**src/rtl/pattern_byte_gen.sv**
```systemverilog
// Byte-stream pattern generator: repeats a latched 32-bit word LSB byte first
// for a programmed number of repetitions, then switches to a PRBS-15 byte stream.
module pattern_byte_gen #(
  parameter logic [14:0] SEED  = 15'h7FFF,
  parameter int          REP_W = 8
) (
  input  logic             clk,
  input  logic             rst,
  input  logic             enable,
  input  logic             start,
  input  logic             stop,
  input  logic [31:0]      pattern,
  input  logic [REP_W-1:0] rep_n,
  output logic [7:0]       byte_out,
  output logic [1:0]       byte_num,
  output logic             valid,
  output logic             prbs_mode,
  output logic             busy,
  output logic [1:0]       state_dbg
);

  // Output handshake: valid is a one-cycle qualifier for byte_out/byte_num;
  // there is no backpressure, the consumer must take every valid byte.

  typedef enum logic [1:0] {
    S_IDLE    = 2'd0,
    S_PATTERN = 2'd1,
    S_PRBS    = 2'd2
  } state_t;

  state_t           state_q, state_d;
  logic [31:0]      pat_q, pat_d;
  logic [REP_W-1:0] rep_n_q, rep_n_d;
  logic [REP_W-1:0] cnt_q, cnt_d;
  logic [1:0]       idx_q, idx_d;
  logic [14:0]      lfsr_q, lfsr_d;
  logic [7:0]       byte_q, byte_d;
  logic [1:0]       byte_num_q, byte_num_d;
  logic             valid_q, valid_d;
  logic             prbs_q, prbs_d;

  logic [REP_W-1:0] cnt_inc;
  logic [31:0]      pat_shift;
  logic [22:0]      prbs_next;

  // Eight LFSR steps per byte; the first feedback bit lands in bit 7.
  function automatic logic [22:0] prbs_step8(input logic [14:0] s);
    logic [14:0] t;
    logic [7:0]  b;
    logic        f;
    t = s;
    b = 8'h00;
    for (int i = 0; i < 8; i++) begin
      f = t[14] ^ t[13];
      b = {b[6:0], f};
      t = {t[13:0], f};
    end
    return {b, t};
  endfunction

  assign cnt_inc   = cnt_q + 1'b1;
  assign pat_shift = pat_q >> {idx_q, 3'b000};
  assign prbs_next = prbs_step8(lfsr_q);

  always_comb begin
    state_d    = state_q;
    pat_d      = pat_q;
    rep_n_d    = rep_n_q;
    cnt_d      = cnt_q;
    idx_d      = idx_q;
    lfsr_d     = lfsr_q;
    byte_d     = byte_q;
    byte_num_d = byte_num_q;
    valid_d    = 1'b0;
    prbs_d     = prbs_q;

    if (stop) begin
      state_d    = S_IDLE;
      prbs_d     = 1'b0;
      byte_num_d = 2'd0;
    end else begin
      case (state_q)
        S_IDLE: begin
          if (start) begin
            pat_d   = pattern;
            rep_n_d = rep_n;
            lfsr_d  = SEED;
            idx_d   = 2'd0;
            cnt_d   = '0;
            state_d = (rep_n != '0) ? S_PATTERN : S_PRBS;
          end
        end
        S_PATTERN: begin
          if (enable) begin
            byte_d     = pat_shift[7:0];
            byte_num_d = idx_q;
            valid_d    = 1'b1;
            prbs_d     = 1'b0;
            idx_d      = idx_q + 2'd1;
            // A repetition completes on the last byte of the word.
            if (idx_q == 2'd3) begin
              cnt_d = cnt_inc;
              if (cnt_inc == rep_n_q) state_d = S_PRBS;
            end
          end
        end
        S_PRBS: begin
          if (enable) begin
            byte_d     = prbs_next[22:15];
            lfsr_d     = prbs_next[14:0];
            byte_num_d = idx_q;
            valid_d    = 1'b1;
            prbs_d     = 1'b1;
            idx_d      = idx_q + 2'd1;
          end
        end
        default: state_d = S_IDLE;
      endcase
    end
  end

  always_ff @(posedge clk or negedge rst) begin
    if (!rst) begin
      state_q    <= S_IDLE;
      pat_q      <= 32'h0;
      rep_n_q    <= '0;
      cnt_q      <= '0;
      idx_q      <= 2'd0;
      lfsr_q     <= SEED;
      byte_q     <= 8'h00;
      byte_num_q <= 2'd0;
      valid_q    <= 1'b0;
      prbs_q     <= 1'b0;
    end else begin
      state_q    <= state_d;
      pat_q      <= pat_d;
      rep_n_q    <= rep_n_d;
      cnt_q      <= cnt_d;
      idx_q      <= idx_d;
      lfsr_q     <= lfsr_d;
      byte_q     <= byte_d;
      byte_num_q <= byte_num_d;
      valid_q    <= valid_d;
      prbs_q     <= prbs_d;
    end
  end

  assign byte_out  = byte_q;
  assign byte_num  = byte_num_q;
  assign valid     = valid_q;
  assign prbs_mode = prbs_q;
  assign busy      = (state_q != S_IDLE);
  assign state_dbg = state_q;

endmodule

```
**config.mk**
```make
export PLATFORM = sky130hd
export DESIGN_NAME = pattern_byte_gen
export DESIGN_NICKNAME = d
export VERILOG_FILES = /design/src/rtl/pattern_byte_gen.sv
export SDC_FILE = /design/constraint.sdc
export NUM_CORES = 1
export LEC_CHECK = 0
export BUFFER_PORTS_ARGS = -buffer_cell sky130_fd_sc_hd__buf_2
export CAP_MARGIN = 40
export CELL_PAD_IN_SITES_DETAIL_PLACEMENT = 0
export CELL_PAD_IN_SITES_GLOBAL_PLACEMENT = 1
export CORE_AREA = 4 4 104 106
export DETAILED_ROUTE_END_ITERATION = 6
export DIE_AREA = 0 0 108 110
export GPL_TIMING_DRIVEN = 0
export HOLD_SLACK_MARGIN = 0.06
export PLACE_DENSITY_LB_ADDON = 0.1
export SYNTH_ARGS = -nofsm -noshare
export SYNTH_HDL_FRONTEND = slang
export SYNTH_SLANG_ARGS = --single-unit
```
**constraint.sdc**
```tcl
create_clock -name clk -period 1.9 [get_ports clk]
set_input_delay 0.285 -clock clk [delete_from_list [all_inputs] [get_ports clk]]
set_output_delay 0.285 -clock clk [all_outputs]
set_load 0.02 [all_outputs]
```
Word-level counts from Yosys, hierarchy flattened
Index checks and enable logic that the tools add are counted.
{"block": "op_classes", "n_eq_ne": 15, "bitwise": 9, "reduce_logical": 19, "addsub": 2, "n_shift": 1, "mux": 30}
{"operator": "two-way mux 8 bit", "n": 5}
{"operator": "one-hot mux 8 bit (2 select lines)", "n": 2}
{"operator": "right shift 32 x 5 -> 8 bit", "n": 1}
{"operator": "two-way mux 15 bit", "n": 2}
{"operator": "one-hot mux 15 bit (2 select lines)", "n": 1}
{"operator": "two-way mux 2 bit", "n": 11}
{"operator": "inequality test 3 bit (second input constant)", "n": 5}
{"operator": "nonzero test 2 bit", "n": 7}
{"operator": "AND reduction 4 bit", "n": 3}
{"operator": "inequality test 2 bit (second input constant)", "n": 5}
{"operator": "AND reduction 5 bit", "n": 2}
{"operator": "adder 8 x 1 -> 8 bit (second input constant)", "n": 1}
{"operator": "== test 8 bit", "n": 1}
{"operator": "nonzero test 8 bit", "n": 1}
{"operator": "XOR 1 bit", "n": 8}
{"operator": "two-way mux 1 bit", "n": 6}
{"operator": "one-hot mux 2 bit (3 select lines)", "n": 1}
{"operator": "AND reduction 3 bit", "n": 2}
{"operator": "== test 2 bit (second input constant)", "n": 2}
{"operator": "one-hot mux 2 bit (2 select lines)", "n": 1}
{"operator": "nonzero test 3 bit", "n": 1}
{"operator": "adder 2 x 1 -> 2 bit (second input constant)", "n": 1}
{"operator": "== test 2 x 1 -> 1 bit (second input constant)", "n": 1}
{"operator": "zero test 2 bit", "n": 1}
{"operator": "other kinds (5)", "n": 5}
{"block": "word_totals", "regBits": 79, "output_inout_bits": 15, "input_bits": 45, "elab_cells": 86}

Longest topological paths before layout
{"block": "logic_depth", "ltp_word": 7, "ltp_mapped": 9, "mapped_depth_nobuf": 8}

Least setup slack after synthesis
No wires, ideal clock.
{"block": "synth_path", "kind": "register to register", "startpoint": "reg state_q[0], in the netlist state_dbg[0]", "endpoint": "reg byte_q[7], in the netlist byte_out[7]", "period_less_slack_ns": 2.140, "path_slack_ns": -0.240, "path_stages_with_launch": 9, "t_arrival_ns": 2.057, "setup_ns": 0.083, "required_time_ns": 1.817, "cell_sequence": "dfrtp_1 -> inv_1 -> ha_1 -> clkbuf_1 -> nor2_1 -> nor3b_1 -> clkbuf_1 -> o211ai_1 -> o21ai_0"}
{"block": "synth_via", "elab_chain_cells": 3}
{"element": "start: declaration", "line": "31", "source": "state_t state_q, state_d;"}
{"element": "start signal: assignment", "line": "135", "source": "state_q <= state_d;"}
{"element": "== test 2 bit or == test 2 x 1 -> 1 bit (tied branches)", "line": "82", "source": "case (state_q)"}
{"element": "inequality test 2 bit (no source line) or nonzero test 2 bit (tied branches)"}
{"element": "AND reduction 4 bit (no source line)"}
{"element": "end signal: assignment", "line": "141", "source": "byte_q <= byte_d;"}
{"element": "end: declaration", "line": "37", "source": "logic [7:0] byte_q, byte_d;"}
Parallel ways exist; a longest one is shown, timed or not.
A chain may end at the register's enable or synchronous reset.

Worst setup path in the final report
{"block": "layout_path", "startpoint": "reg cnt_q[3]", "endpoint": "reg state_q[1], in the netlist state_dbg[1]"}
{"block": "layout_via", "elab_chain_cells": 4}
{"element": "start: declaration", "line": "34", "source": "logic [REP_W-1:0] cnt_q, cnt_d;"}
{"element": "start signal: assignment", "line": "138", "source": "cnt_q <= cnt_d;"}
{"element": "adder 8 x 1 -> 8 bit", "line": "61", "source": "assign cnt_inc = cnt_q + 1'b1;"}
{"element": "== test 8 bit", "line": "103", "source": "if (cnt_inc == rep_n_q) state_d = S_PRBS;"}
{"element": "inequality test 3 bit (no source line)"}
{"element": "AND reduction 5 bit (no source line)"}
Every way passes these cells.

==> impl_metrics.tcl <==
set metrics [dict create \
    rsz0062_at_grt "yes" \
    clk_path_buf_depth 2 \
    wl_per_cell_um 16.3 \
    hold_path.class "in -> reg" \
    finalHoldViolCount 0 \
    peakVddDrop_uv 596 \
    grt_pass1_vias 2951 \
    syn_to_final_growth_pct 24.5 \
    min_path_cells 2 \
    drive_gt1_share_pct 42.8 \
    synth-async-reset-ratio_pct 100 \
    dpl.hpwl_um 6520 \
    hold_start "pattern[25]" \
    cts_made_buffers 9 \
    rr_startpoint "cnt_q[3]" \
    setup_violations 3 \
    required_ns 2.17 \
    core_area_um2 9770 \
    timing.final.ws_setup_ns -0.0789 \
    die_w_um 108 \
    grt_usage_pct 16.6 \
    yosysTopAreaCellShare_pct 41.4 \
    whs_endpoint "pat_q[25]" \
    viasPerCell 5.02 \
    antenna_found_initial 0 \
    io_buffers 58 \
    synth-edff-count 0 \
    grt-ovfl-total 0 \
    p_per_area_nw_per_um2 1280 \
    syn_area_per_cell_um2 11.2 \
    synth_nets 396 \
    status "finished, violations left" \
    reg2regPathDepth 7 \
    firstDrtPassIters 4 \
    violations "negative setup slack" \
    stdcell_count 563 \
    tightest_slew_ns 0.671 \
    synthTopCellsByArea "dfrtp_1 41%, mux2_2 12%, dfstp_2 10%" \
    start_util_pct 39.6 \
    total_power_mw 6.15 \
    cp-start-kind "flip-flop" \
    synth_largest_area_cell "dfrtp_1" \
    fin_nets 475 \
    layout_min_cycle_time_ns 1.98 \
    cts_root_buf "clkbuf_8" \
    fin_skew_ns 0.0105 \
    grt_pass1_wl_um 15100 \
    die_area_um2 11900 \
    htreeDepth 3 \
    dieHeight_um 110 \
    dp.cells 539 \
    drc 0 \
    ys_ff_latch 79 \
    worst-path-max-fanout 9 \
    maxCapViolations 0 \
    path_clk_slew_ns 0.09 \
    r2r_slack_ns -0.08 \
    drtAntennaViolNets 0 \
    initialDrtViolationCount 130 \
    end_kind "flip-flop" \
    finish.utilization_pct 49.3 \
    fin_area_um2 4820 \
    vias 2826 \
    cts_num_sinks 79 \
    seq_area_frac_synth_pct 51.6 \
    max_freq_ghz 0.505 \
    synth_most_common_cell "dfrtp_1" \
    grt_max_degree 66 \
    pre_cts_slack_ns -0.434 \
    routed_wirelength_um 9180 \
    relSlewSlack_pct 55.2 \
    tritoncts "yes" \
    cp.arrival_ns 2.25 \
    yosysUniqueCellTypes 41 \
    drv_slew 0 \
    rows 36 \
    yosys-top-cells-count "64 x dfrtp_1, 41 x mux2_2, 28 x o21ai_0, 25 x nand2_1, 25 x nor2_1" \
    clk_latency_ns 0.35 \
    placed_area_um2 4400 \
    worstSetupPathType "reg -> reg" \
    netlist_area_um2 3870 \
    reg2reg_to "state_dbg[1]" \
    p_leak_nw 2.05 \
    n_antenna_cell 0 \
    synthCells 346 \
    setup-tns-final_ns -0.0907 \
    holdWs_ns 0.154 \
    gp_congestion 0.790 \
    ys.flop_type "dfrtp_1" \
    post-route-period-util_pct 104 \
    io_pins 60 \
    yosysWarnings 0 \
]
state kept, by name, summed over array words and instances (netlist names):
register   count
byte_num       2
byte_out       8
cnt_q          8
idx_q          2
lfsr_q        15
pat_q         32
prbs_mode      1
rep_n_q        8
state_dbg      2
valid          1
layout make-up:
class,instances,area (um^2)
buffer,19,125
sequential,79,2000
multi-input combinational,231,1820
fill,963,4960
tap,133,166
clock inverter,7,109
timing repair buffer,69,405
clock buffer,9,124
inverter,16,62.6
what timing repair did:
action                     in CTS  in global routing
pin swaps                       5                  2
setup endpoints to repair      45                 34
gates resized for setup        24                 21
hold buffers                    1                  0
buffers inserted                5                  3
hold endpoints to repair       14                  0
power by group:
part           switching, mW  total (mW)  leakage, nW  internal (mW)
clock network          0.686        1.46        0.118          0.770
registers              0.360        2.61        0.931           2.25
logic                  0.995        2.08        0.996           1.09
worst max-delay path: stages, from the launching register on:
cell and delay [ns]:
dfrtp_1 0.35, buf_6 0.14, nand2_2 0.08, or2_1 0.23, a2111o_1 0.30, o311a_1 0.15, or4_4 0.53, a21oi_2 0.13
layout by cell type (no fill, tap or decap), types with 3 or more instances in the layout:
master / synthesis / layout
a21oi_1: 7 / 6
a31oi_1: 15 / 15
buf_2: 1 / 60
buf_4: 2 / 11
buf_6: 0 / 6
clkbuf_1: 12 / 4
clkbuf_8: 0 / 9
dfrtp_1: 64 / 61
dfrtp_2: 0 / 3
dfstp_2: 15 / 15
inv_1: 16 / 13
mux2_2: 41 / 41
mux2i_1: 3 / 3
mux4_2: 8 / 8
nand2_1: 25 / 24
nand2b_1: 12 / 11
nand3_1: 8 / 8
nor2_1: 25 / 25
nor3_1: 4 / 4
o211ai_1: 3 / 3
o21ai_0: 28 / 28
xnor2_1: 13 / 12
xor2_1: 4 / 4
worst max path at each step:
| stage | endpoint | from |
|---|---|---|
| after floorplan | byte_out[7] | state_dbg[0] |
| after global placement | byte_out[7] | state_dbg[0] |
| after detailed placement | byte_out[7] | state_dbg[0] |
| after CTS | state_dbg[1] | state_dbg[0] |
| after global routing | state_dbg[0] | cnt_q[1] |
| final | state_dbg[1] | cnt_q[3] |
metal layers:
metal  track usage [%]  routed length [um]  part of all wire (%)
met1              23.0                4380                    48
met2              26.5                4330                    47
met3              4.37                 415                   4.5
met4              3.61                  55                  0.60
met5                 0                   0                     0
cells by family (layout without fill, tap and decap cells):
kind of cell             after synthesis  count (layout)  synth area share (%)
AND/OR/NAND/NOR                       93              93                  12.0
XOR/XNOR                              17              17                  3.85
buffers and inverters                 36             120                  3.72
multiplexers                          52              52                  17.4
adder cells (fa/ha/maj)                5               5                  1.62
AO/OA/AOI/OAI                         64              64                  9.90
flip-flops                            79              79                  51.6
Power figures use the tool's default switching activity.
